File: src/rtl/gps_ack_peak_if.sv
// gps_ack_peak_if: sweep control, correlator results and decision outputs of the acquisition peak detector
interface gps_ack_peak_if #(
    parameter int PHASE_W = 10,
    parameter int INT_W   = 12
);
    logic               sweep_start;
    logic [4:0]         sat_in;
    logic               corr_complete;
    logic [PHASE_W-1:0] code_phase;
    logic [INT_W-1:0]   integrator;
    logic               busy;
    logic               result_valid;
    logic               acq_found;
    logic [4:0]         acq_sat;
    logic [PHASE_W-1:0] acq_phase;
    logic [INT_W-1:0]   acq_peak;
    logic [INT_W-1:0]   acq_mean;
    logic               phase_err;

    modport master (
        output sweep_start, sat_in, corr_complete, code_phase, integrator,
        input  busy, result_valid, acq_found, acq_sat, acq_phase, acq_peak, acq_mean, phase_err
    );

    modport slave (
        input  sweep_start, sat_in, corr_complete, code_phase, integrator,
        output busy, result_valid, acq_found, acq_sat, acq_phase, acq_peak, acq_mean, phase_err
    );
endinterface

File: src/rtl/gps_ack_peak.sv
// gps_ack_peak: tracks peak, peak phase and sum over one code-phase sweep and issues a found/not-found decision
module gps_ack_peak #(
    parameter int N_PHASES  = 1023,
    parameter int PHASE_W   = 10,
    parameter int INT_W     = 12,
    parameter int THRESH_Q4 = 40
) (
    input  logic           clk,
    input  logic           rst,
    gps_ack_peak_if.slave  bus
);
    localparam int SUM_W = INT_W + 10;
    localparam int CNT_W = $clog2(N_PHASES + 1);
    localparam int CMP_W = INT_W + 8;

    typedef enum logic [1:0] {IDLE, ACCUM, DECIDE} state_t;

    state_t             state, state_nx;
    logic               cc_q;
    logic [4:0]         sat_q;
    logic [INT_W-1:0]   peak;
    logic [PHASE_W-1:0] peak_phase;
    logic [SUM_W-1:0]   sum;
    logic [CNT_W-1:0]   count;
    logic               perr;
    logic               valid_q;
    logic               found_q;
    logic [4:0]         asat_q;
    logic [PHASE_W-1:0] aphase_q;
    logic [INT_W-1:0]   apeak_q;
    logic [INT_W-1:0]   amean_q;
    logic               accept;
    logic               in_range;
    logic               last;
    logic [INT_W-1:0]   mean;
    logic [CMP_W-1:0]   lhs;
    logic [CMP_W-1:0]   rhs;

    // a restart on the same cycle as a result edge discards that result
    assign accept   = state == ACCUM && bus.corr_complete && !cc_q && !bus.sweep_start;
    assign in_range = {1'b0, bus.code_phase} < (PHASE_W + 1)'(N_PHASES);
    assign last     = accept && in_range && count == CNT_W'(N_PHASES - 1);
    assign mean     = sum[SUM_W-1 -: INT_W];
    assign lhs      = CMP_W'({peak, 4'b0});
    assign rhs      = CMP_W'(mean) * CMP_W'(THRESH_Q4);

    assign bus.busy         = state != IDLE;
    assign bus.result_valid = valid_q;
    assign bus.acq_found    = found_q;
    assign bus.acq_sat      = asat_q;
    assign bus.acq_phase    = aphase_q;
    assign bus.acq_peak     = apeak_q;
    assign bus.acq_mean     = amean_q;
    assign bus.phase_err    = perr;

    // state register
    always_ff @(posedge clk or negedge rst) begin
        if (!rst) state <= IDLE;
        else      state <= state_nx;
    end

    // sweep_start restarts from any state; DECIDE lasts one cycle
    always_comb begin
        state_nx = state;
        case (state)
            IDLE:    state_nx = bus.sweep_start ? ACCUM : IDLE;
            ACCUM:   state_nx = bus.sweep_start ? ACCUM : last ? DECIDE : ACCUM;
            DECIDE:  state_nx = bus.sweep_start ? ACCUM : IDLE;
            default: state_nx = IDLE;
        endcase
    end

    // edge detect, sweep accumulation and decision registers
    always_ff @(posedge clk or negedge rst) begin
        if (!rst) begin
            cc_q       <= 1'b0;
            sat_q      <= '0;
            peak       <= '0;
            peak_phase <= '0;
            sum        <= '0;
            count      <= '0;
            perr       <= 1'b0;
            valid_q    <= 1'b0;
            found_q    <= 1'b0;
            asat_q     <= '0;
            aphase_q   <= '0;
            apeak_q    <= '0;
            amean_q    <= '0;
        end else begin
            cc_q    <= bus.corr_complete;
            valid_q <= state == DECIDE;
            if (state == DECIDE) begin
                found_q  <= lhs >= rhs;
                asat_q   <= sat_q;
                aphase_q <= peak_phase;
                apeak_q  <= peak;
                amean_q  <= mean;
            end
            if (bus.sweep_start) begin
                sat_q      <= bus.sat_in;
                peak       <= '0;
                peak_phase <= '0;
                sum        <= '0;
                count      <= '0;
                perr       <= 1'b0;
            end else if (accept) begin
                if (!in_range) begin
                    perr <= 1'b1;
                end else begin
                    sum   <= sum + SUM_W'(bus.integrator);
                    count <= count + CNT_W'(1);
                    if (bus.integrator > peak) begin
                        peak       <= bus.integrator;
                        peak_phase <= bus.code_phase;
                    end
                end
            end
        end
    end
endmodule

File: src/flat_wrapper.sv
// flat-port wrapper written by rule: the top's interface ports become plain ports
module gps_ack_peak_flat 
#(
    parameter int N_PHASES  = 1023,
    parameter int PHASE_W   = 10,
    parameter int INT_W     = 12,
    parameter int THRESH_Q4 = 40
)
  (clk, rst, bus_sweep_start, bus_sat_in, bus_corr_complete, bus_code_phase, bus_integrator, bus_busy, bus_result_valid, bus_acq_found, bus_acq_sat, bus_acq_phase, bus_acq_peak, bus_acq_mean, bus_phase_err);
  gps_ack_peak_if #(.PHASE_W(PHASE_W), .INT_W(INT_W)) bus_i ();
  input  logic clk;
  input  logic rst;
  input wire logic [$bits(bus_i.sweep_start)-1:0] bus_sweep_start;
  input wire logic [$bits(bus_i.sat_in)-1:0] bus_sat_in;
  input wire logic [$bits(bus_i.corr_complete)-1:0] bus_corr_complete;
  input wire logic [$bits(bus_i.code_phase)-1:0] bus_code_phase;
  input wire logic [$bits(bus_i.integrator)-1:0] bus_integrator;
  output wire logic [$bits(bus_i.busy)-1:0] bus_busy;
  output wire logic [$bits(bus_i.result_valid)-1:0] bus_result_valid;
  output wire logic [$bits(bus_i.acq_found)-1:0] bus_acq_found;
  output wire logic [$bits(bus_i.acq_sat)-1:0] bus_acq_sat;
  output wire logic [$bits(bus_i.acq_phase)-1:0] bus_acq_phase;
  output wire logic [$bits(bus_i.acq_peak)-1:0] bus_acq_peak;
  output wire logic [$bits(bus_i.acq_mean)-1:0] bus_acq_mean;
  output wire logic [$bits(bus_i.phase_err)-1:0] bus_phase_err;
  assign bus_i.sweep_start = bus_sweep_start;
  assign bus_i.sat_in = bus_sat_in;
  assign bus_i.corr_complete = bus_corr_complete;
  assign bus_i.code_phase = bus_code_phase;
  assign bus_i.integrator = bus_integrator;
  assign bus_busy = bus_i.busy;
  assign bus_result_valid = bus_i.result_valid;
  assign bus_acq_found = bus_i.acq_found;
  assign bus_acq_sat = bus_i.acq_sat;
  assign bus_acq_phase = bus_i.acq_phase;
  assign bus_acq_peak = bus_i.acq_peak;
  assign bus_acq_mean = bus_i.acq_mean;
  assign bus_phase_err = bus_i.phase_err;
  gps_ack_peak #(.N_PHASES(N_PHASES), .PHASE_W(PHASE_W), .INT_W(INT_W), .THRESH_Q4(THRESH_Q4)) u_core (.clk(clk), .rst(rst), .bus(bus_i));
endmodule
File: config.mk
export PLATFORM = sky130hd
export DESIGN_NAME = gps_ack_peak_flat
export DESIGN_NICKNAME = d
export VERILOG_FILES = /design/src/rtl/gps_ack_peak_if.sv /design/src/rtl/gps_ack_peak.sv /design/src/flat_wrapper.sv
export SDC_FILE = /design/constraint.sdc
export NUM_CORES = 1
export LEC_CHECK = 0
export ABC_CLOCK_PERIOD_IN_PS = 6800
export BUFFER_PORTS_ARGS = -buffer_cell sky130_fd_sc_hd__buf_2
export CAP_MARGIN = 20
export CORE_MARGIN = 2
export CORE_UTILIZATION = 37
export CTS_CLUSTER_DIAMETER = 150
export CTS_CLUSTER_SIZE = 12
export DETAILED_ROUTE_END_ITERATION = 8
export PLACE_DENSITY = 0.58
export SYNTH_ARGS = -nofsm -noshare
export SYNTH_HDL_FRONTEND = slang
export SYNTH_SLANG_ARGS = --single-unit
export TNS_END_PERCENT = 1
File: constraint.sdc
create_clock -name clk -period 6.8 [get_ports clk]
set_clock_uncertainty 0.1 [all_clocks]
set_input_delay 1.36 -clock clk [delete_from_list [all_inputs] [get_ports clk]]
set_output_delay 1.36 -clock clk [all_outputs]
set_load 0.1 [all_outputs]
==> results of run 1 <==
==> cells in the mapped netlist (all sizes together), types with 5 or more instances <==
cell / number / share of area
a211oi: 7 / 0.0098
a21o: 9 / 0.012
a21oi: 25 / 0.021
buf: 8 / 0.0092
clkbuf: 15 / 0.0096
dfrtp: 104 / 0.44
ha: 58 / 0.12
inv: 23 / 0.015
mux2: 6 / 0.012
mux2i: 22 / 0.038
nand2: 122 / 0.078
nand3: 7 / 0.0060
nand4: 10 / 0.011
nor2: 54 / 0.035
nor3: 9 / 0.0077
o21a: 5 / 0.0064
o21ai: 30 / 0.028
xnor2: 25 / 0.037
xor2: 9 / 0.013
==> flip-flops by register name, indices dropped and copies added, names as in the netlist <==
| signal | cells |
|---|---|
| u_core.count | 10 |
| u_core.sat_q | 5 |
| u_core.bus.acq_sat | 5 |
| u_core.bus.phase_err | 1 |
| u_core.bus.acq_phase | 10 |
| u_core.bus.acq_mean | 12 |
| u_core.bus.result_valid | 1 |
| u_core.peak | 12 |
| u_core.cc_q | 1 |
| u_core.state | 2 |
| u_core.bus.acq_peak | 12 |
| u_core.peak_phase | 10 |
| u_core.sum | 22 |
| u_core.bus.acq_found | 1 |
==> area by class of cell <==
class                   instances  area, um2  area share
clock buffers                  10        239      0.0354
clock inverters                 6       51.3     0.00759
inverters                      23       86.3      0.0128
multi-input cells             449       3050       0.452
flip-flops and latches        104       2600       0.385
well taps                     211        264      0.0391
repair buffers                 80        460      0.0681
==> per-stage QoR <==
step                worst slack [ns]  area [um2]  total power [mW]  hold slack (ns)
finish                          3.31        6760              1.31            0.366
global route                    3.03        6760              1.39            0.399
CTS                             3.26        6700              1.33            0.368
detailed placement              3.06        6410             0.817            0.351
global placement                3.09        6410             0.812            0.344
floorplan                       3.42        5850             0.765            0.335
==> power breakdown <==
group / leakage, nW / switching, mW / internal, mW
Sequential: 1.42 / 0.0124 / 0.633
Combinational: 1.77 / 0.0936 / 0.0672
Clock: 0.133 / 0.245 / 0.263
==> worst paths after layout <==
check	start	end	depth (start not counted)
setup / recovery	u_core.sum[13]$_DFFE_PN0P_	u_core.bus.acq_found$_DFFE_PN0P_	15
hold / removal	u_core.sat_q[2]$_DFFE_PN0P_	u_core.bus.acq_sat[2]$_DFFE_PN0P_	2
setup reg to reg	u_core.sum[13]$_DFFE_PN0P_	u_core.bus.acq_found$_DFFE_PN0P_	15
hold reg to reg	u_core.sat_q[2]$_DFFE_PN0P_	u_core.bus.acq_sat[2]$_DFFE_PN0P_	2
max in group asynchronous	rst	u_core.sum[20]$_DFFE_PN0P_	3
min in group asynchronous	rst	u_core.bus.acq_peak[2]$_DFFE_PN0P_	1
==> worst max-delay path, delay by kind of cell, from the launching register on <==
kind                     cells  cell delay, ns
AND/OR/NAND/NOR              4            0.65
adder cells (fa/ha/maj)      4            1.18
XOR/XNOR                     1            0.10
buffers and inverters        1            0.06
flip-flops                   1            0.48
AO/OA/AOI/OAI                5            0.83
==> metal layers <==
metal  part of all wire  vias up  GRT usage
met1               0.48     2139      0.224
met2               0.46       77      0.263
li1                   -     2198          -
met3              0.033       20     0.0271
met4              0.024        0     0.0772
met5                  0        -          0
==> cell families (layout without fill, tap and decap cells) <==
kind of cell / after synthesis / in the layout / synth area share
DFF: 104 / 104 / 0.445
muxes: 28 / 28 / 0.0492
xor gates and xnor gates: 34 / 34 / 0.0509
AOI/OAI and AO/OA: 98 / 98 / 0.116
adders and majority gates: 60 / 60 / 0.131
buffers and inverters: 46 / 119 / 0.0336
and+or+nand+nor: 229 / 229 / 0.175
==> results.md, run 1 <==
- The number of global-route vias before repair is about 4400.
- The congestion estimate from routability-driven global placement came to 0.783.
- Data on the critical path is required at its endpoint by 6.97 ns.
- The setup path with the least slack is of type register to register.
- The residual DRC count is 0.
- The final count of pins violating max slew was 0.
- The post-CTS setup buffer count is 0.
- The number of buffers added by the clock tree synthesis step is 9.
- The headroom to the max-slew limit is 0.451.
- The maximum count of clock buffers along a single path is 2.
- For this run, the share of the core covered by cells in the final layout is 0.441.
- The die area is around 0.017 mm2.
- The later-pin clock latency in the skew report is roughly 0.36 ns.
- The die boundary width is between 100 and 150 um.
- The most used flip-flop cell after synthesis is sky130_fd_sc_hd__dfrtp_1.
- The worst setup slack for register-to-register paths is around 3.3 ns.
- The mean instance size in the synthesized netlist is 9.77 um2.
- The repair_antennas step left the layout with diodes totalling 0.
- Dividing the detail-routed wire length by the instance count gives 14.8 um.
- The number of buffer cells added on primary ports is 73.
- By instance count, the cell type seen most on the critical path is sky130_fd_sc_hd__ha_1.
- After clock tree synthesis, the flow added hold-fix buffers numbering 0.
- For this run, the post-layout net count is 758.
- The routed layout has 4434 vias.
- The mapped cell area is a little under 0.006 mm2.
- The first TritonRoute pass finished after 4 iterations.
- Of the cells placed in the final design, the portion with a size suffix greater than 1 is 0.179.
- The area of the placeable core is approximately 0.015 mm2.
- The share of the Yosys chip area taken by registers is 0.445.
- Dividing total power by cell area gives a power density of 195 mW/mm2.
- The first-pass GRT wire length is 21.8 mm.
- Counting the fill cells in the layout gives approximately 1500.
- TritonCTS built the clock tree.
- The clock transition at the register clock pins on the worst setup and hold paths after CTS is around 0.07 ns.
- The time the final worst path needs with I/O delays and setup is 3.49 ns.
- For the final routed database, the setup TNS stands at 0 ns.
- After the flow finishes, the layout carries non-filler instances totaling 883.
- The clock root buffer is sky130_fd_sc_hd__clkbuf_16.
- The fraction of the cycle the final worst path needs is 0.514.
- Counting every net in the synthesized netlist gives 690.
- The library cell used most frequently in the layout, excluding fill and tap cells, is sky130_fd_sc_hd__nand2_1.
- Along the worst path, the maximum fanout reaches 6.
- After floorplanning, the core was divided into 45 placement rows.
- The standby leakage power is 3.33 nW.
- Counting tap cells, the placed design contains a total of slightly below 900 instances.
- After synthesis, the share of flip-flops with an asynchronous set or reset is 1.00.
- The worst-case IR drop observed on VDD is 0.000118 V.
- Timing would allow up to 0.286 GHz.
- The gate count after technology mapping is 599.
- The H-tree depth is 3.
- The flow ran to the end, and the final reports show no timing, DRC or antenna violations.
- The tool flagged a number of max-cap violations equal to 0.
- The clock sink total is 104.
- The count of flip-flops with a built-in enable after synthesis is 0.
- Setup repair after global routing left no endpoint under its margin.
- The starting density of the core is 0.382.
- For the pin with the worst max-slew slack, the measured transition is 0.823 ns.
- The signal on the critical path passes through ha_1 -> ha_1 -> inv_1 -> fa_1 -> nor2b_1 -> o31a_1 -> nor2_1 -> o21bai_1 -> xnor2_1 -> ha_1 -> nand2_1 -> nor4_1 -> a2111oi_0 -> o2bb2ai_1 -> a31oi_1.
- The routed wire length is 13.1 mm.
- The starting DRC count in detailed routing is 203.
- The min-delay analysis places its worst path in the category register to register.
- The unique cell type count in the Yosys netlist is 54.
- The number of vias per cell is about 5.
- The slowest stage of the critical path belongs to the cell sky130_fd_sc_hd__dfrtp_1.
- Entering global routing, the biggest net connects 85 pins.
- The final hold violation count came to 0.
- The number of storage elements in the synthesis netlist is 104.
- The die is roughly 130 um tall.
- The detailed-placement wirelength estimate is 9.40 mm.
- The detail route stage leaves a number of antenna-violating nets equal to 0.
- The post-CTS resize count is 0.
- In this run the count of I/O pins placed on the die edge is 74.
- Setup violations remaining at the end of the flow were counted as 0.
- The global-route usage over all layers is 0.166.
- The synthesis warning total is 0.
- The total overflow left after global routing is 0.
- The number of antenna violations at the first check in global routing is 0.
- Compared with the post-synthesis result, the final layout area differs by 15.5%.
- The worst setup path is launched from a register.
- The stage delay of the slowest cell on the critical path is 0.48 ns.
- STA classifies the critical path endpoint as a register.
- The critical path data arrival time is 3.67 ns.
- The top cell types in the final layout, fill and taps aside, are sky130_fd_sc_hd__nand2_1, sky130_fd_sc_hd__dfrtp_1, sky130_fd_sc_hd__buf_2, sky130_fd_sc_hd__ha_1, sky130_fd_sc_hd__nor2_1.
Note: power is estimated with default switching activity, not from simulation.
==> run 2: changes to the inputs <==
--- a/config.mk
+++ b/config.mk
@@ -5,7 +5,7 @@
 export SDC_FILE = /design/constraint.sdc
 export NUM_CORES = 1
 export LEC_CHECK = 0
-export ABC_CLOCK_PERIOD_IN_PS = 6800
+export ABC_CLOCK_PERIOD_IN_PS = 3200
 export BUFFER_PORTS_ARGS = -buffer_cell sky130_fd_sc_hd__buf_2
 export CAP_MARGIN = 20
 export CORE_MARGIN = 2
@@ -13,7 +13,7 @@
 export CTS_CLUSTER_DIAMETER = 150
 export CTS_CLUSTER_SIZE = 12
 export DETAILED_ROUTE_END_ITERATION = 8
-export PLACE_DENSITY = 0.58
+export PLACE_DENSITY = 0.6
 export SYNTH_ARGS = -nofsm -noshare
 export SYNTH_HDL_FRONTEND = slang
 export SYNTH_SLANG_ARGS = --single-unit
==> constraint.sdc (replaced) <==
create_clock -name clk -period 3.2 [get_ports clk]
set_clock_uncertainty 0.1 [all_clocks]
set_input_delay 0.64 -clock clk [delete_from_list [all_inputs] [get_ports clk]]
set_output_delay 0.64 -clock clk [all_outputs]
set_load 0.1 [all_outputs]
==> run 2 against run 1 <==
Against the previous run: via count increased by 1.4%; global-route usage decreased by 0.057 points; critical path type unchanged; final cell count up 1.0%; register-to-register slack got worse by 3.2 ns; die area did not move; fmax grew 12%; clock power rose by 120%; non-clock buffer count grew 9; design area grew 2.6%; core utilization increased by 1.1 points.
==> results.md, run 2 (synthesis gave the netlist of run 1 again) <==
- The flow ran to the end, and the final reports show no timing, DRC or antenna violations.
- The detailed router finished its first iteration with 182 violations.
- The instance count after placement with tap cells included is 873.
- The design internal power is ~2.1 mW.
- The first global-routing pass estimated 21.9 mm of wire.
- The finished layout holds 892 standard cells, fillers aside.
- The weighted congestion reported at the end of routability-driven placement is 0.876.
- The starting density of the core is 0.382.
- In this run the critical register-to-register path is launched from u_core.sum[13]$_DFFE_PN0P_.
- The worst-case hold slack is around 0.15 ns.
- The final hold violation count is 0.
- Timing would allow up to 0.320 GHz.
- The number of buffer cells added on primary ports is 73.
- Across the run, the number of max-cap violations was 0.
- The part of the total power dissipated in the clock network is 0.395.
- In the routed layout, each cell is associated on average with a via count of 5.04.
- Summing all non-filler instances in the final layout gives an area of 0.00693 mm2.
- The power after layout is between 2 and 3 mW.
- Of all nets on the critical path, the largest fanout is 4.
- The global route total overflow is 0.
- Entering global routing, the biggest net connects 67 pins.
- Of the cells placed in the final design, the portion with a size suffix greater than 1 is 0.216.
- For the worst-skew pair, the clock arrives at the later sink with an insertion delay of 0.35 ns.
- In the final layout, flip-flops and latches occupy roughly 0.0026 mm2.
- The floorplan has 45 rows.
- The library cell used most frequently in the layout, excluding fill and tap cells, is sky130_fd_sc_hd__nand2_1.
- The number of antenna violations at the first check in global routing is 0.
- The number of global-route vias before repair is about 4500.
- Setup repair after global routing could not meet its margin everywhere.
- The clock sink total is 104.
- The number of antenna-violating nets in the routed design is 0.
- The number of nets in the finished design is between 700 and 800.
- The capture instance of the worst register-to-register path is u_core.bus.acq_found$_DFFE_PN0P_.
- between 70 and 80 I/O pins were placed.
- Setup total negative slack on the finished layout was measured at 0 ns.
- The part of the total power dissipated in combinational logic is 0.128.
- The areal power density over the cells is just over 400 mW/mm2.
- The type of origin of the critical path is a register.
- For the pin with the worst max-slew slack, the measured transition is 0.667 ns.
- The clock root buffer is sky130_fd_sc_hd__clkbuf_16.
- The final count of pins violating max slew is 0.
- The floorplan step defined a die boundary enclosing 0.0168 mm2.
- The endpoint of the most critical setup path is u_core.bus.acq_found$_DFFE_PN0P_.
- The die is 130 um wide.
- Setup violations remaining at the end of the flow were counted as 0.
- The critical path data arrival time is 3.26 ns.
- Of the available clock period, the critical path in the final layout requires 0.977.
- At the worst endpoint, the required time is around 3.3 ns.
- The cell area after placement is 0.00650 mm2.
- The maximum count of clock buffers along a single path is 2.
- The multi-input combinational cells in the finished layout cover a total of 0.00315 mm2.
- TritonCTS built the clock tree.
- Fill cells in the final layout number 1497.
- The register with the most flip-flops is u_core.sum.
- The worst min-delay path class is input pin to asynchronous set/reset pin.
- The number of buffers added by the clock tree synthesis step is 9.
- The standby leakage power is 3.37 nW.
- The worst setup path is of the register to register kind.
- The flip-flop count of the largest register after layout is 22.
- The switching portion of total power is 0.257.
- The number of hold buffers added after CTS is 0.
- For this block, the via count after detailed routing is 4496.
- From synthesis to final layout, the design area changed by 18.5%.
- The part of the power in registers is 0.477.
- The antenna diode count is 0.
- Dividing the detail-routed wire length by the instance count gives 14.9 um.
- The net switching component of the power is between 0.7 and 0.8 mW.
- The critical path endpoint category is a register.
- The headroom to the max-slew limit is 0.555.
- After detailed routing, the total wire length is 13.3 mm.
- The H-tree depth is 3.
- The first TritonRoute pass finished after 4 iterations.
- Across the VDD grid, the largest voltage drop is 0.000253 V.
- The residual DRC count is 0.
- After floorplanning, the core was sized to cover 0.0153 mm2.
- The wire-length estimate of the detail-placed layout is 9.81 mm.
- The global-route usage over all layers is 0.165.
- The depth of the worst register-to-register path is 15.
- After clock tree synthesis, the clock-pin slew on the worst setup and hold paths is ~0.070 ns.
- Tracing the worst setup path back leads to its startpoint at u_core.sum[13]$_DFFE_PN0P_.
- Measured along the y axis, the die boundary spans 130 um.
- Across all register-to-register paths, the minimum setup slack is 0.07 ns.
- The time the final worst path needs with I/O delays and setup is 3.13 ns.
- In the layout the commonest cells are sky130_fd_sc_hd__nand2_1, sky130_fd_sc_hd__dfrtp_1, sky130_fd_sc_hd__buf_2, sky130_fd_sc_hd__ha_1, sky130_fd_sc_hd__nor2_1.
[run 2: cell types whose count changed in the layout (fill, tap and decap cells not counted), sizes merged]
cell / previous run / this run
bufinv: 0 / 1
buf: 80 / 89
clkinv: 1 / 0
clkbuf: 10 / 11
clkinvlp: 3 / 2
[run 2: layout make-up]
| cell class | instances | share of cell area |
|---|---|---|
| Clock buffer | 11 | 0.0350 |
| Clock inverter | 5 | 0.00903 |
| Inverter | 23 | 0.0125 |
| Multi-Input combinational cell | 449 | 0.455 |
| Sequential cell | 104 | 0.376 |
| Tap cell | 211 | 0.0381 |
| Timing Repair Buffer | 89 | 0.0740 |
[run 2: through the flow]
step / setup slack (ns) / util
after global placement: 0.0806 / 0.424
after detailed placement: -0.0634 / 0.424
final: 0.0729 / 0.453
after CTS: 0.0143 / 0.445
after floorplan: 0.163 / -
after global routing: -0.0951 / 0.453
[run 2: critical path, cell delays in order, from the launching register on]
cell	delay (ns)
sky130_fd_sc_hd__dfrtp_2	0.44
sky130_fd_sc_hd__ha_4	0.28
sky130_fd_sc_hd__ha_4	0.12
sky130_fd_sc_hd__inv_2	0.04
sky130_fd_sc_hd__fa_2	0.36
sky130_fd_sc_hd__nor2b_2	0.15
sky130_fd_sc_hd__o31a_1	0.21
sky130_fd_sc_hd__nor2_1	0.06
sky130_fd_sc_hd__o21bai_1	0.16
sky130_fd_sc_hd__xnor2_1	0.10
sky130_fd_sc_hd__ha_1	0.31
sky130_fd_sc_hd__nand2_2	0.12
sky130_fd_sc_hd__nor4_4	0.06
sky130_fd_sc_hd__a2111oi_2	0.29
sky130_fd_sc_hd__o2bb2ai_1	0.15
sky130_fd_sc_hd__a31oi_1	0.05
[run 2: how the worst min path moves through the flow]
stage | from | end | cells after the start
after CTS | rst | u_core.bus.acq_peak[5]$_DFFE_PN0P_ | 1
after global routing | rst | u_core.bus.acq_peak[5]$_DFFE_PN0P_ | 1
final | rst | u_core.bus.acq_peak[5]$_DFFE_PN0P_ | 1
after floorplan | rst | u_core.bus.acq_found$_DFFE_PN0P_ | 0
after global placement | u_core.sat_q[1]$_DFFE_PN0P_ | u_core.bus.acq_sat[1]$_DFFE_PN0P_ | 2
after detailed placement | u_core.sat_q[2]$_DFFE_PN0P_ | u_core.bus.acq_sat[2]$_DFFE_PN0P_ | 2
[run 2: power groups by stage]
stage	clock network, mW	registers, mW	logic (mW)
after floorplan	0	1.39	0.237
after global placement	0	1.39	0.340
after detailed placement	0	1.40	0.355
after CTS	1.17	1.37	0.360
after global routing	1.22	1.37	0.413
final	1.13	1.37	0.368
[run 2: repair_timing]
| item | 4_1_cts | 5_1_grt |
|---|---|---|
| gates resized for setup | 3 | 23 |
| buffers inserted | 0 | 3 |
| pin swaps | 3 | 18 |
| setup endpoints to repair | 1 | 1 |
[run 2: metal layers]
metal	share of wire	global-route usage	vias up
li1	-	-	2209
met1	0.47	0.219	2176
met2	0.46	0.271	88
met3	0.036	0.0287	23
met4	0.024	0.0658	0
met5	0	0	-
==> run 3: changes to the inputs <==
--- a/config.mk
+++ b/config.mk
@@ -5,6 +5,7 @@
 export SDC_FILE = /design/constraint.sdc
 export NUM_CORES = 1
 export LEC_CHECK = 0
+export ABC_AREA = 1
 export ABC_CLOCK_PERIOD_IN_PS = 3200
 export BUFFER_PORTS_ARGS = -buffer_cell sky130_fd_sc_hd__buf_2
 export CAP_MARGIN = 20
==> run 3 against run 2 <==
Against the previous run: sequential power about the same; register-to-register slack better by 0.17 ns; die area up 6.5%; via count up 17%; synthesized cell count up 27%; design area up 3.3%; critical path depth up 2; power up 3.2%.
==> results.md, run 3 <==
- The run finished with clean final reports.
- After clock tree synthesis, the clock-pin slew on the worst setup and hold paths is 0.08 ns.
- The number of vias per cell is 5.02.
- In this run, synthesis produced a sequential element count of 104.
- The clock drives 104 sinks.
- The maximum fanout along the worst path is 6.
- The number of antenna violations at the first check in global routing is 0.
- The worst-case IR drop observed on VDD is just under 0.0003 V.
- The commonest cells after synthesis are sky130_fd_sc_hd__nand2_1, sky130_fd_sc_hd__dfrtp_1, sky130_fd_sc_hd__inv_1, sky130_fd_sc_hd__ha_1, sky130_fd_sc_hd__o21ai_0.
- Ranked by flip-flop count, first place goes to u_core.sum.
- The path class of the tightest hold or removal check is input pin to asynchronous set/reset pin.
- For this run, the number of Yosys warnings is 0.
- The count of flip-flops with a built-in enable after synthesis is 0.
- The first-pass GRT wire length is 24.8 mm.
- The kind of cell with the highest combined delay along the critical path is adder cells.
- Of all flip-flops after synthesis, the portion carrying an async set or reset was 1.00.
- The synthesized netlist occupies a cell area of 0.00624 mm2.
- The detailed-routing iteration count for the pre-antenna-repair pass is 5.
- STA classifies the critical path endpoint as a register.
- By area the synthesized netlist is led by sky130_fd_sc_hd__dfrtp_1, sky130_fd_sc_hd__nand2_1, sky130_fd_sc_hd__ha_1, sky130_fd_sc_hd__inv_1, sky130_fd_sc_hd__o21ai_0.
- The count of buffers added on input and output ports is 73.
- The count of buffer and inverter cells on the critical path is 1.
- The proportion of synthesized chip area in sequential cells is 0.417.
- The detailed router placed 5268 vias in this run.
- The most common cell in the netlist is sky130_fd_sc_hd__nand2_1.
- The residual DRC count is 0.
- The library cell occupying the most area in the post-synthesis netlist is sky130_fd_sc_hd__dfrtp_1.
- The H-tree depth is 3.
- The total of fill cells in the finished design is 1679.
- The headroom to the max-slew limit is 0.354.
- The standby leakage power is 3.74 nW.
- The maximum clock frequency is 0.338 GHz.
- In the synthesized netlist the dominant register cell turns out to be sky130_fd_sc_hd__dfrtp_1.
- The starting DRC count in detailed routing is approximately 270.
- The number of global-route vias before repair is 4859.
- In the final layout, the share of cells above drive strength 1 is 0.163.
- Summing all placed instances gives a cell area of just under 0.007 mm2.
- The type of origin of the critical path is a register.
- The critical path is of the register to register type.
- The die boundary width is 134 um.
- The commonest non-fill, non-tap cell in the layout is sky130_fd_sc_hd__nand2_1.
- The max-capacitance violation count is 0.
- The area added between synthesis and finish is 14.7%.
- At the pin with the least slew margin, the transition time is 0.967 ns.
- The flip-flop count of the largest register after layout is 22.
- The largest net degree at the start of global routing is 68.
- The average wire per cell in the routed design is 14.4 um.
- Summed over all layers, the routed wires come to 15.1 mm.
- The number of buffers added by the clock tree synthesis step is 9.
- For the final routed database, the setup TNS stands at 0 ns.
- The cell count after synthesis came out at 759.
- For this run, the share of the core covered by cells in the final layout is 0.433.
- The critical path data arrival time is around 3.1 ns.
- Gates resized during post-CTS repair numbered 0.
- The average instance in the mapped netlist occupies a little over 8 um2.
- The I/O pin total is 74.
- The signal on the critical path passes through ha_1 -> ha_4 -> a21oi_1 -> nand2_1 -> nand2_1 -> nand3_1 -> a31oi_1 -> xor2_1 -> ha_1 -> inv_1 -> nor2_1 -> nand4_1 -> nand3b_1 -> nand4_1 -> nand2_1 -> nor2_1 -> nor2_1.
- The clock root buffer is sky130_fd_sc_hd__clkbuf_16.
- Setup repair after global routing left no endpoint under its margin.
- The worst setup slack for register-to-register paths is 0.24 ns.
- Counting distinct cell types in the post-synthesis netlist gives 40.
- The congestion estimate from routability-driven global placement came to 0.856.
- The stage delay of the slowest cell on the critical path is 0.45 ns.
- The post-synthesis net count is 850.
- The die covers 0.0179 mm2.
- The final hold violation count was 0.
- The clock passes through at most 2 buffers.
- The count of endpoints failing setup in the final report is 0.
- Hold timing on the final database bottoms out at a slack of 0.192 ns.
- In this run the remaining antenna-violating nets after routing total 0.
- In the layout the commonest cells are sky130_fd_sc_hd__nand2_1, sky130_fd_sc_hd__dfrtp_1, sky130_fd_sc_hd__inv_1, sky130_fd_sc_hd__buf_2, sky130_fd_sc_hd__ha_1.
- The detailed-placement wirelength estimate is about 11 mm.
- The finished cells cover 0.00716 mm2.
- The areal power density over the cells is 414 mW/mm2.
- The area of the placeable core is ~0.017 mm2.
- STA puts the critical path data required time at 3.36 ns.
- Buffers inserted to repair hold after CTS numbered 0.
- TritonCTS built the clock tree.
- The global route total overflow is 0.
- The final count of pins violating max slew is 0.
- In the final design database the tool counted 916 nets.
- The global-route usage over all layers is 0.174.
- The time the final worst path needs with I/O delays and setup is 2.96 ns.
- After clock tree synthesis, the setup repair step added 0 buffers.
- The share of synthesized area in the top cell type comes to 0.417.
- The later-pin clock latency in the skew report is 0.36 ns.
- The initial utilization of the core area, before any placement, comes to 0.378.
- On the critical path, the stage with the largest delay is an instance of sky130_fd_sc_hd__dfrtp_2.
- After floorplanning, the core was divided into 47 placement rows.
- The repair_antennas step left the layout with diodes totalling 0.
- Dividing the final minimum period by the clock period gives 0.926.
- Measured along the y axis, the die boundary spans around 130 um.
[run 3: cell count changes in the layout (fill, tap and decap cells not counted), moves of 10 or more]
cell and delta:
sky130_fd_sc_hd__xnor2_1 -19, sky130_fd_sc_hd__buf_4 -10, sky130_fd_sc_hd__nand4_1 +24, sky130_fd_sc_hd__inv_1 +51
sky130_fd_sc_hd__nand3_1 +23, sky130_fd_sc_hd__mux2i_1 -22, sky130_fd_sc_hd__o21ai_0 +31, sky130_fd_sc_hd__nand2_1 +92
sky130_fd_sc_hd__nand3_2 +18, sky130_fd_sc_hd__a21oi_1 +11
[run 3: per-stage QoR]
stage | total power, mW | worst slack [ns] | std cells
after CTS | 2.99 | 0.175 | 1050
after global routing | 3.11 | 0.0279 | 1050
after detailed placement | 1.79 | 0.202 | 1034
final | 2.97 | 0.238 | 1050
after global placement | 1.78 | 0.228 | 1034
after floorplan | 1.65 | 0.450 | 759
[run 3: cells by family (layout without fill, tap and decap cells)]
family,Yosys count,count (layout),synth area share
XOR/XNOR,13,13,0.0182
buffers and inverters,100,171,0.0667
AND/OR/NAND/NOR,366,366,0.273
adder cells (fa/ha/maj),60,60,0.123
flip-flops,104,104,0.417
AO/OA/AOI/OAI,116,116,0.102
[run 3: path summary, 6_finish.rpt]
check | start | endpoint | cells after the start
worst max-delay path | u_core.sum[13]$_DFFE_PN0P_ | u_core.bus.acq_found$_DFFE_PN0P_ | 17
worst min-delay path | rst | u_core.bus.acq_sat[3]$_DFFE_PN0P_ | 1
worst max register to register | u_core.sum[13]$_DFFE_PN0P_ | u_core.bus.acq_found$_DFFE_PN0P_ | 17
worst min register to register | u_core.bus.acq_phase[8]$_DFFE_PN0P_ | u_core.bus.acq_phase[8]$_DFFE_PN0P_ | 2
max in group asynchronous | rst | u_core.sum[16]$_DFFE_PN0P_ | 2
min in group clk | bus_corr_complete | u_core.cc_q$_DFF_PN0_ | 1
[run 3: per-layer routing]
metal / part of all wire / global-route usage
met1: 0.48 / 0.243
met2: 0.47 / 0.279
met3: 0.036 / 0.0261
met4: 0.014 / 0.0502
met5: 0 / 0
[run 3: power breakdown]
| part | switching, mW | internal (mW) |
|---|---|---|
| Clock | 0.574 | 0.634 |
| Sequential | 0.0287 | 1.35 |
| Combinational | 0.252 | 0.132 |
| Total | 0.855 | 2.11 |
[run 3: area by class of cell]
| cell class | count | area, um2 | share of cell area |
|---|---|---|---|
| Clock buffer | 9 | 225 | 0.0315 |
| Clock inverter | 7 | 100 | 0.0140 |
| Timing Repair Buffer | 78 | 418 | 0.0584 |
| Multi-Input combinational cell | 555 | 3240 | 0.453 |
| Tap cell | 220 | 275 | 0.0385 |
| Sequential cell | 104 | 2610 | 0.364 |
| Inverter | 77 | 292 | 0.0407 |
[run 3: worst register-to-register path, stage by stage, from the launching register on]
cell                       delay [ns]
sky130_fd_sc_hd__dfrtp_2         0.45
sky130_fd_sc_hd__ha_1            0.35
sky130_fd_sc_hd__ha_4            0.27
sky130_fd_sc_hd__a21oi_1         0.14
sky130_fd_sc_hd__nand2_1         0.11
sky130_fd_sc_hd__nand2_1         0.08
sky130_fd_sc_hd__nand3_1         0.11
sky130_fd_sc_hd__a31oi_1         0.22
sky130_fd_sc_hd__xor2_1          0.19
sky130_fd_sc_hd__ha_1            0.27
sky130_fd_sc_hd__inv_1           0.06
sky130_fd_sc_hd__nor2_1          0.04
sky130_fd_sc_hd__nand4_1         0.10
sky130_fd_sc_hd__nand3b_1        0.08
sky130_fd_sc_hd__nand4_1         0.09
sky130_fd_sc_hd__nand2_1         0.05
sky130_fd_sc_hd__nor2_1          0.11
sky130_fd_sc_hd__nor2_1          0.05
